## src/rtl/noc_pkg.sv

```systemverilog
// Shared definitions for the NoC client: page-id width, response field layout
// and the fetch FSM state encoding.
package noc_pkg;
  localparam int PAGE_ID_W = 6;
  localparam logic [PAGE_ID_W-1:0] NO_REQ = 6'd0;
  localparam int RESP_ID_LSB  = 0;
  localparam int RESP_ID_MSB  = PAGE_ID_W - 1;
  localparam int RESP_VAL_LSB = PAGE_ID_W;
  localparam int TABLE_N      = 16;
  localparam int N_PAGES      = 1 << PAGE_ID_W;

  typedef enum logic [2:0] {
    S_IDLE  = 3'd0,
    S_LOAD  = 3'd1,
    S_ISSUE = 3'd2,
    S_WAIT  = 3'd3,
    S_DONE  = 3'd4
  } state_e;
endpackage

```

## src/rtl/noc_client_if.sv

```systemverilog
// Network-side port bundle of the client: request/response path and the
// query/reply path that serves the local page table.
interface noc_client_if import noc_pkg::*; #(
  parameter int DATA_W = 16
);
  logic [PAGE_ID_W-1:0]        request;
  logic [DATA_W+PAGE_ID_W-1:0] response;
  logic                        response_valid;
  logic [PAGE_ID_W-1:0]        query_id;
  logic [DATA_W-1:0]           reply;

  modport master (
    output request,
    input  response,
    input  response_valid,
    input  query_id,
    output reply
  );

  modport slave (
    input  request,
    output response,
    output response_valid,
    output query_id,
    input  reply
  );
endinterface

```

## src/rtl/noc_pend_sb.sv

```systemverilog
// Pending-request scoreboard: one bit per page id plus a count of
// outstanding requests. Lookups see the state at the start of the cycle.
module noc_pend_sb import noc_pkg::*; #(
  parameter int MAX_OUT = 4,
  parameter int CNT_W   = $clog2(MAX_OUT + 1)
) (
  input  logic                 clk,
  input  logic                 reset,
  input  logic                 set_i,
  input  logic [PAGE_ID_W-1:0] set_id_i,
  input  logic                 clr_i,
  input  logic [PAGE_ID_W-1:0] clr_id_i,
  input  logic                 clr_all_i,
  input  logic [PAGE_ID_W-1:0] lk_a_id_i,
  output logic                 hit_a_o,
  input  logic [PAGE_ID_W-1:0] lk_b_id_i,
  output logic                 hit_b_o,
  output logic [CNT_W-1:0]     outstanding_o,
  output logic                 full_o
);
  logic [N_PAGES-1:0] pend_q, pend_d;
  logic [CNT_W-1:0]   cnt_q, cnt_d;

  always_comb begin
    pend_d = pend_q;
    cnt_d  = cnt_q;
    if (clr_all_i) begin
      pend_d = '0;
      cnt_d  = '0;
    end else begin
      if (set_i) pend_d[set_id_i] = 1'b1;
      if (clr_i) pend_d[clr_id_i] = 1'b0;
      // a set and a clear in the same cycle leave the count unchanged
      if (set_i && !clr_i)      cnt_d = cnt_q + CNT_W'(1);
      else if (!set_i && clr_i) cnt_d = cnt_q - CNT_W'(1);
    end
  end

  always_ff @(posedge clk or posedge reset) begin
    if (reset) begin
      pend_q <= '0;
      cnt_q  <= '0;
    end else begin
      pend_q <= pend_d;
      cnt_q  <= cnt_d;
    end
  end

  assign hit_a_o       = pend_q[lk_a_id_i];
  assign hit_b_o       = pend_q[lk_b_id_i];
  assign outstanding_o = cnt_q;
  assign full_o        = (cnt_q == CNT_W'(MAX_OUT));
endmodule

```

## src/rtl/noc_client.sv

```systemverilog
// NoC client: walks a neighbour-id list, requests each distinct page from the
// network, sums the returned values, and serves its own page table to queries.
module noc_client import noc_pkg::*; #(
  parameter int DATA_W  = 16,
  parameter int MAX_OUT = 4,
  parameter int TIMEOUT = 255
) (
  input  logic                        clk,
  input  logic                        reset,
  input  logic                        start,
  input  logic [6:0]                  count,
  output logic [PAGE_ID_W-1:0]        list_addr,
  input  logic [PAGE_ID_W-1:0]        list_id,
  noc_client_if.master                net,
  input  logic                        wr_en,
  input  logic [3:0]                  wr_idx,
  input  logic [DATA_W-1:0]           wr_data,
  output logic                        busy,
  output logic                        done,
  output logic [DATA_W+PAGE_ID_W-1:0] sum,
  output logic                        err_timeout,
  output logic                        err_unexp
);
  localparam int SUM_W = DATA_W + PAGE_ID_W;
  localparam int CNT_W = $clog2(MAX_OUT + 1);
  localparam int TMO_W = $clog2(TIMEOUT + 1);
  localparam logic [TMO_W-1:0] TMO_LAST = TMO_W'(TIMEOUT - 1);

  state_e               state_q, state_d;
  logic [PAGE_ID_W-1:0] addr_q, addr_d;
  logic [6:0]           count_q, count_d;
  logic [SUM_W-1:0]     sum_q, sum_d;
  logic                 etmo_q, etmo_d, eunx_q, eunx_d;
  logic [TMO_W-1:0]     tmo_q, tmo_d;
  logic [DATA_W-1:0]    page_q [TABLE_N];

  logic [PAGE_ID_W-1:0] rsp_id;
  logic [DATA_W-1:0]    rsp_val;
  logic                 id_pend, rsp_pend, sb_full;
  logic [CNT_W-1:0]     outstanding;
  logic                 issue, rsp_acc, sb_clr_all, active, last_entry, skip;

  assign rsp_id     = net.response[RESP_ID_MSB:RESP_ID_LSB];
  assign rsp_val    = net.response[SUM_W-1:RESP_VAL_LSB];
  assign active     = (state_q == S_LOAD) || (state_q == S_ISSUE) || (state_q == S_WAIT);
  assign last_entry = ({1'b0, addr_q} == (count_q - 7'd1));
  assign skip       = (list_id == NO_REQ) || id_pend;

  noc_pend_sb #(.MAX_OUT(MAX_OUT), .CNT_W(CNT_W)) u_sb (
    .clk           (clk),
    .reset         (reset),
    .set_i         (issue),
    .set_id_i      (list_id),
    .clr_i         (rsp_acc),
    .clr_id_i      (rsp_id),
    .clr_all_i     (sb_clr_all),
    .lk_a_id_i     (list_id),
    .hit_a_o       (id_pend),
    .lk_b_id_i     (rsp_id),
    .hit_b_o       (rsp_pend),
    .outstanding_o (outstanding),
    .full_o        (sb_full)
  );

  always_comb begin
    state_d    = state_q;
    addr_d     = addr_q;
    count_d    = count_q;
    sum_d      = sum_q;
    etmo_d     = etmo_q;
    eunx_d     = eunx_q;
    tmo_d      = tmo_q;
    issue      = 1'b0;
    rsp_acc    = 1'b0;
    sb_clr_all = 1'b0;

    // responses outside a fetch are ignored so stale replies cannot flag errors
    if (active && net.response_valid) begin
      if (rsp_pend) begin
        rsp_acc = 1'b1;
        sum_d   = sum_q + SUM_W'(rsp_val);
      end else begin
        eunx_d = 1'b1;
      end
    end

    case (state_q)
      S_IDLE: begin
        if (start) begin
          addr_d     = '0;
          count_d    = count;
          sum_d      = '0;
          etmo_d     = 1'b0;
          eunx_d     = 1'b0;
          tmo_d      = '0;
          sb_clr_all = 1'b1;
          state_d    = (count == 7'd0) ? S_DONE : S_LOAD;
        end
      end
      S_LOAD:  state_d = S_ISSUE;
      S_ISSUE: begin
        if (skip || !sb_full) begin
          issue = !skip;
          if (last_entry) begin
            state_d = S_WAIT;
          end else begin
            addr_d  = addr_q + 6'd1;
            state_d = S_LOAD;
          end
        end
      end
      S_WAIT: if (outstanding == '0) state_d = S_DONE;
      S_DONE: begin
        sb_clr_all = 1'b1;
        state_d    = S_IDLE;
      end
      default: state_d = S_IDLE;
    endcase

    if ((state_q == S_ISSUE) || (state_q == S_WAIT)) begin
      if (issue || rsp_acc) begin
        tmo_d = '0;
      end else if (tmo_q == TMO_LAST) begin
        tmo_d   = '0;
        etmo_d  = 1'b1;
        state_d = S_DONE;
      end else begin
        tmo_d = tmo_q + TMO_W'(1);
      end
    end
  end

  always_ff @(posedge clk or posedge reset) begin
    if (reset) begin
      state_q <= S_IDLE;
      addr_q  <= '0;
      count_q <= '0;
      sum_q   <= '0;
      etmo_q  <= 1'b0;
      eunx_q  <= 1'b0;
      tmo_q   <= '0;
    end else begin
      state_q <= state_d;
      addr_q  <= addr_d;
      count_q <= count_d;
      sum_q   <= sum_d;
      etmo_q  <= etmo_d;
      eunx_q  <= eunx_d;
      tmo_q   <= tmo_d;
    end
  end

  always_ff @(posedge clk or posedge reset) begin
    if (reset) begin
      for (int i = 0; i < TABLE_N; i++) page_q[i] <= '0;
    end else if (wr_en) begin
      page_q[wr_idx] <= wr_data;
    end
  end

  assign net.request = issue ? list_id : NO_REQ;
  assign net.reply   = page_q[net.query_id[3:0]];
  assign list_addr   = addr_q;
  assign busy        = active;
  assign done        = (state_q == S_DONE);
  assign sum         = sum_q;
  assign err_timeout = etmo_q;
  assign err_unexp   = eunx_q;
endmodule

```

## src/flat_wrapper.sv

```systemverilog
// flat-port wrapper written by rule: the top's interface ports become plain ports
module noc_client_flat import noc_pkg::*;
#(
  parameter int DATA_W  = 16,
  parameter int MAX_OUT = 4,
  parameter int TIMEOUT = 255
)
  (clk, reset, start, count, list_addr, list_id, wr_en, wr_idx, wr_data, busy, done, sum, err_timeout, err_unexp, net_request, net_response, net_response_valid, net_query_id, net_reply);
  noc_client_if #(.DATA_W(DATA_W)) net_i ();
  input  logic clk;
  input  logic reset;
  input  logic start;
  input  logic [6:0] count;
  output logic [PAGE_ID_W-1:0] list_addr;
  input  logic [PAGE_ID_W-1:0] list_id;
  input  logic wr_en;
  input  logic [3:0] wr_idx;
  input  logic [DATA_W-1:0] wr_data;
  output logic busy;
  output logic done;
  output logic [DATA_W+PAGE_ID_W-1:0] sum;
  output logic err_timeout;
  output logic err_unexp;
  output wire logic [$bits(net_i.request)-1:0] net_request;
  input wire logic [$bits(net_i.response)-1:0] net_response;
  input wire logic [$bits(net_i.response_valid)-1:0] net_response_valid;
  input wire logic [$bits(net_i.query_id)-1:0] net_query_id;
  output wire logic [$bits(net_i.reply)-1:0] net_reply;
  assign net_request = net_i.request;
  assign net_i.response = net_response;
  assign net_i.response_valid = net_response_valid;
  assign net_i.query_id = net_query_id;
  assign net_reply = net_i.reply;
  noc_client #(.DATA_W(DATA_W), .MAX_OUT(MAX_OUT), .TIMEOUT(TIMEOUT)) u_core (.clk(clk), .reset(reset), .start(start), .count(count), .list_addr(list_addr), .list_id(list_id), .net(net_i), .wr_en(wr_en), .wr_idx(wr_idx), .wr_data(wr_data), .busy(busy), .done(done), .sum(sum), .err_timeout(err_timeout), .err_unexp(err_unexp));
endmodule
```

## config.mk

```make
export PLATFORM = sky130hd
export DESIGN_NAME = noc_client_flat
export DESIGN_NICKNAME = d
export VERILOG_FILES = /design/src/rtl/noc_pkg.sv /design/src/rtl/noc_client_if.sv /design/src/rtl/noc_pend_sb.sv /design/src/rtl/noc_client.sv /design/src/flat_wrapper.sv
export SDC_FILE = /design/constraint.sdc
export NUM_CORES = 1
export LEC_CHECK = 0
export CORE_ASPECT_RATIO = 1.1
export CORE_MARGIN = 2
export CORE_UTILIZATION = 54
export CTS_CLUSTER_SIZE = 40
export DETAILED_ROUTE_END_ITERATION = 8
export GPL_ROUTABILITY_DRIVEN = 0
export PLACE_DENSITY_LB_ADDON = 0.12
export RECOVER_POWER = 50
export SYNTH_ARGS = -nofsm -noshare
export SYNTH_HDL_FRONTEND = slang
export SYNTH_SLANG_ARGS = --single-unit
export TNS_END_PERCENT = 100
```

## constraint.sdc

```tcl
create_clock -name clk -period 12.3 [get_ports clk]
set_input_delay 2.46 -clock clk [delete_from_list [all_inputs] [get_ports clk]]
set_output_delay 2.46 -clock clk [all_outputs]
set_load 0.1 [all_outputs]
```

# --- Word-level counts from Yosys, hierarchy flattened ---
# Cells that the tools add are included.
classes:
  n_addsub: 6
  mul: 0
  div_mod_pow: 0
  order_cmp: 7
  n_eq_ne: 10
  shift: 0
  muxes: 59
  n_bitwise: 5
  reduce_logical: 27
ops:
  columns: ["operator", "n"]
  rows:
  - ["bitwise mux 256 bit", 1]
  - ["2-to-1 mux 64 bit", 4]
  - ["2-to-1 mux 22 bit", 4]
  - ["bitwise AND 64 bit", 1]
  - ["binary-select mux 16 bit (select 4 bit)", 1]
  - ["demux 16 bit (select 4 bit)", 1]
  - ["NOT 64 bit", 1]
  - ["bitwise OR 64 bit", 1]
  - ["2-to-1 mux 16 bit", 3]
  - ["2-to-1 mux 8 bit", 5]
  - ["2-to-1 mux 3 bit", 10]
  - ["2-to-1 mux 6 bit", 4]
  - ["adder 22 x 16 -> 22 bit", 1]
  - ["2-to-1 mux 1 bit", 18]
  - ["< comparator 6 x 7 -> 1 bit (second input constant)", 2]
  - ["binary-select mux 1 bit (select 6 bit)", 2]
  - ["demux 1 bit (select 6 bit)", 2]
  - [">= comparator 6 x 1 -> 1 bit (second input constant)", 2]
  - ["case mux 3 bit (4 select lines)", 1]
  - ["case mux 6 bit (2 select lines)", 1]
  - [">= comparator 5 bit (second input constant)", 2]
  - ["NOT 4 -> 5 bit", 2]
  - ["adder 8 x 1 -> 8 bit (second input constant)", 1]
  - ["equality test 8 bit (second input constant)", 1]
  - ["22 further kinds", 43]
word_totals:
  register_bits: 371
  latchBits: 0
  ram_bits: 0
  mem_bits_ro: 0
  in_bits: 66
  elab_cells: 139
  memories: 0

# --- Longest topological paths before layout ---
logic_depth:
  depth_word: 11
  ltp_mapped: 15
  mapped_depth_nobuf: 11

# --- Hierarchy ---
# Synthesis repeated with hierarchy kept, for this count alone.
hier_totals:
  hier_cells: 1433
  area_unflattened_um2: 18985.7
by_module_without_submodules:
  columns: ["module", "instances", "cells_each", "area_per_inst_um2", "seq_area_each_um2"]
  rows:
  - ["noc_client", 1, 1049, 14717.9, 7607.3]
  - ["noc_pend_sb", 1, 384, 4267.8, 1676.6]

# --- Least setup slack after synthesis ---
# Ideal clock, no wire load.
synth_path:
  path_type: "in2out"
  startpoint: "input port list_id[1]"
  endpoint: "output port net_request[0]"
  arrival_ns: 5.464
  required_ns: 9.840
  path_slack_ns: 4.376
  path_stages: 10
  path_cell_list: "buf_2 -> buf_2 -> nand2_1 -> o22ai_1 -> o311a_1 -> a221o_1 -> nand4b_1 -> buf_2 -> clkbuf_1 -> nor2_1"
synth_via:
  elab_chain_cells: 7
  word_cells_on_any_way: 9
synth_lines:
  columns: ["item", "line_no", "rtl"]
  rows:
  - ["start, declared", "flat_wrapper.sv:15", "input logic [PAGE_ID_W-1:0] list_id;"]
  - ["binary-select mux 1 bit (select 6 bit)", "noc_pend_sb.sv:49", "assign hit_a_o = pend_q[lk_a_id_i];"]
  - ["2-to-1 mux 1 bit (not written as such)", "noc_pend_sb.sv:49", null]
  - ["logical OR 1 bit (*)", "noc_client.sv:47", "assign skip = (list_id == NO_REQ) || id_pend;"]
  - ["logical NOT 1 bit or logical OR 1 bit (tied branches)", "noc_client.sv:103, noc_client.sv:102", null]
  - ["2-to-1 mux 1 bit (*)", "noc_client.sv:102", "if (skip || !sb_full) begin"]
  - ["2-to-1 mux 1 bit (*)", "noc_client.sv:87", "case (state_q)"]
  - ["2-to-1 mux 6 bit (*)", "noc_client.sv:161", "assign net.request = issue ? list_id : NO_REQ;"]
  - ["end, declared", "flat_wrapper.sv:24", "output wire logic [$bits(net_i.request)-1:0] net_request;"]
# Mark *: on every way between the ends. The rest lies on a longest branch, timed or not. The select of a mux whose other input is x is not followed.

# --- Worst setup path in the final report ---
layout_path:
  startpoint: "input port list_id[1]"
  endpoint: "output port net_request[5]"
# Same word-level chain as after synthesis.

==> summary.md <==
| Metric | Value |
|---|---|
| Hold_buf cts | `0` |
| Ys flop type | `dfrtp_1` |
| Max Root-Sink Buffers | `3` |
| RSZ-0062 raised after global routing | `false` |
| Arrival @ worst endpoint | `approximately 6.8 ns` |
| Synthesized instance count | `approximately 1500` |
| Worst-Skew Late Latency | `between 0.5 and 0.6 ns` |
| Synth-to-Final Area Change | `15.1%` |
| Leak | `approximately 9 nW` |
| FF-to-FF Start | `u_core.u_sb.pend_q[23]$_DFF_PP0_` |
| Total of max-cap violations | `5` |
| Total congestion overflow | `0` |
| Routed length per instance | `between 20 and 25 um` |
| DIE AREA | `0.0370 mm^2` |
| Hold Vio Cnt, Final | `0` |
| H-Tree Depth | `2` |
| Clk sinks | `371` |
| Hpwl dp | `between 20000 and 30000 um` |
| Worst hold path startpoint | `u_core.err_timeout$_DFF_PP0_` |
| Slew HR | `-13.1%` |
| Worst setup EP type | `primary output` |
| Fin crit share | `between 70% and 80%` |
| Drt total wl | `around 48000 um` |
| PD cells | `approximately 170 mW/mm^2` |
| Clock transition at path regs | `0.06 ns` |
| Setup_tns | `0 ns` |
| Post-synthesis sequential area ratio | `around half` |
| Worst min path class | `reg -> reg` |
| Vias/cell | `roughly 6.4` |
| Reg2reg setup slack | `8.61 ns` |
| Initial DRT Pass Iterations | `8` |
| Worst hold slack | `around 0.48 ns` |
| Layout cells sized above 1 | `roughly 30%` |
| DRC | `0` |
| N_diodes | `0` |
| Mapped Area | `between 0.015 and 0.02 mm^2` |
| Fin crit period | `about 9 ns` |
| Number of global-route vias before repair | `between 10000 and 15000` |
| Worst setup path startpoint | `list_id[1]` |
| Reg2reg end | `u_core.tmo_q[4]$_DFFE_PP0P_` |
| Cells on worst reg2reg path | `11` |
| Post-synthesis cell type count | `slightly above 70` |
| Core area | `0.0350 mm^2` |
| Synthesis warning total | `0` |
| Setup repair bufs after CTS | `0` |
| Kind of critical path | `in -> out` |
| Input/output buffers | `between 100 and 150` |
| CTS root buffer | `clkbuf_16` |
| Startpoint Class | `input port` |
| Fmax | `approximately 110 MHz` |
| WP data required | `around 9.8 ns` |
| Die H | `between 200 and 250 um` |
| First-pass GRT wire length | `roughly 76000 um` |
| Io pins | `120` |
| Final Skew | `slightly above 0.008 ns` |
| CTS buffer count | `just over 40` |
| Final net count | `between 1500 and 2000` |
| Post-Layout Cell Count | `just over 2000` |
| Pre-CTS setup slack | `approximately 3.1 ns` |
| Die Width | `around 180 um` |
| Least-Margin Pin Slew | `around 1.7 ns` |
| Synth Register Bits | `~370` |
| Final worst setup slack | `3.09 ns` |
| Final setup vio count | `0` |
| Number of cell rows | `72` |
| Filler Cells Inserted | `roughly 2700` |
| Starting Density | `between 50 and 60%` |
| EDFF count, synth | `0` |
| Cts repair resizes | `0` |
| Status | `finished with violations` |
| TritonCTS clock tree | `yes` |
| Gr usage total | `a little over a quarter` |
| Pin count of the biggest net entering global routing | `196` |
| Syn Nets | `between 1500 and 2000` |
| ANT nets after route | `0` |
| Max-slew violation count | `between 80 and 90` |
| Initial antenna violation count | `0` |
| Initial DRC Count | `1218` |
| Finished Core Util | `a little over three fifths` |
| Failing checks | `capacitance limit, slew limit` |
| Syn avg cell area | `roughly 13 um^2` |
| Crit path to | `net_request[5]` |
| Post-Place Cells | `around 2000` |
| Vias after detailed routing | `13200` |
| Critical path fanouts, max | `29` |
| VDD IR max | `roughly 0.11 mV` |
| Async S/R FF share, synth | `between 90% and 100%` |
==> cell type report <==
cell class                 instances  area, um^2  area share, %
multi-input combinational        991        9330           42.3
sequential                       371        9280           42.1
timing repair buffer             151        1390           6.30
clock buffer                      60        1230           5.57
tap                              444         556           2.52
inverter                          35         135          0.613
clock inverter                    10         131          0.596
==> layer usage <==
layer  track usage (%)  wire length [um]
met1              38.5             20900
met2              41.6             22800
met3              4.42              2870
met4              7.83              1280
met5                 0                 0
==> cell usage after synthesis (5+ instances only) <==
library cell	count	area [um^2]
dfrtp_1	371	9280
or3_1	12	75.1
nor2_1	75	282
a31oi_1	11	68.8
a21oi_1	49	245
a221oi_1	14	123
inv_1	34	128
buf_1	13	48.8
nand2b_1	11	68.8
clkbuf_1	75	282
xor2_1	6	52.6
a211oi_1	36	270
mux2_2	262	2950
and3b_1	5	43.8
ha_1	22	275
o21ai_0	39	195
xnor2_1	13	114
nand3_1	15	75.1
nor3_1	41	205
buf_2	13	65.1
mux4_2	96	2160
o221a_2	19	214
and3_1	16	100
o211ai_1	6	45.0
or4_1	7	52.6
nand4_1	10	62.6
mux2i_1	39	390
nor2b_1	20	125
a221oi_2	7	105
nand2_1	77	289
nand3b_1	9	67.6
==> state kept, by name, summed over array words and instances, names as in the netlist <==
| name | cells |
|---|---|
| u_core.count_q | 7 |
| u_core.err_timeout | 1 |
| u_core.err_unexp | 1 |
| u_core.list_addr | 6 |
| u_core.page_q | 256 |
| u_core.state_q | 3 |
| u_core.sum | 22 |
| u_core.tmo_q | 8 |
| u_core.u_sb.outstanding_o | 3 |
| u_core.u_sb.pend_q | 64 |
==> power by group <==
part | internal (mW) | leakage [nW] | switching (mW)
combinational | 0.436 | 3.79 | 0.590
sequential | 1.45 | 4.72 | 0.130
clock | 0.735 | 0.669 | 0.494
==> metrics by stage <==
step	power, mW	cell area, um^2
global route	4.02	22100
detailed placement	2.63	20800
floorplan	2.38	19200
global placement	2.59	20800
CTS	3.87	22100
finish	3.84	22100
==> cell families after synthesis <==
group	count (synthesis)	share of synthesized area, %
AND/OR/NAND/NOR	329	8.85
adder cells (fa/ha/maj)	24	1.65
XOR/XNOR	19	0.869
multiplexers	398	28.8
AO/OA/AOI/OAI	221	8.47
flip-flops	371	48.5
buffers and inverters	140	2.91
==> worst min-delay path by stage <==
stage / end / slack (ns) / cells after the start
final: u_core.err_timeout$_DFF_PP0_ / 0.48 / 1
after detailed placement: u_core.err_timeout$_DFF_PP0_ / 0.46 / 1
after global placement: u_core.err_timeout$_DFF_PP0_ / 0.46 / 1
after global routing: u_core.err_timeout$_DFF_PP0_ / 0.49 / 1
after CTS: u_core.sum[21]$_DFF_PP0_ / 0.48 / 1
after floorplan: u_core.count_q[6]$_DFFE_PP0P_ / 0.46 / 2
==> layout by cell type, fill, tap and decap left out, drive strengths merged, types with 6 or more instances in the layout <==
| master | n |
|---|---|
| ha | 22 |
| o21ai | 40 |
| clkbuf | 75 |
| nand4 | 10 |
| nor3 | 41 |
| or4 | 7 |
| or2 | 6 |
| clkdlybuf4s50 | 110 |
| a211oi | 36 |
| o211ai | 6 |
| nand3 | 15 |
| a21oi | 49 |
| buf | 21 |
| nor2b | 20 |
| clkinv | 6 |
| mux2i | 39 |
| inv | 35 |
| mux2 | 263 |
| mux4 | 96 |
| dfrtp | 371 |
| or3 | 12 |
| nand2 | 77 |
| nand3b | 9 |
| xor2 | 6 |
| a31oi | 11 |
| nor2 | 75 |
| a221oi | 21 |
| and3 | 16 |
| o221a | 19 |
| nand2b | 11 |
| xnor2 | 13 |
==> critical path: stages <==
cell and delay [ns]:
clkdlybuf4s50_1 1.13, nor2b_1 0.35, a221oi_1 0.38, o21ai_0 0.14
a221o_1 0.40, nand4b_1 0.19, buf_4 0.26, inv_1 0.16
and2_1 0.14, clkdlybuf4s50_1 1.12
(Power assumes the default switching activity.)
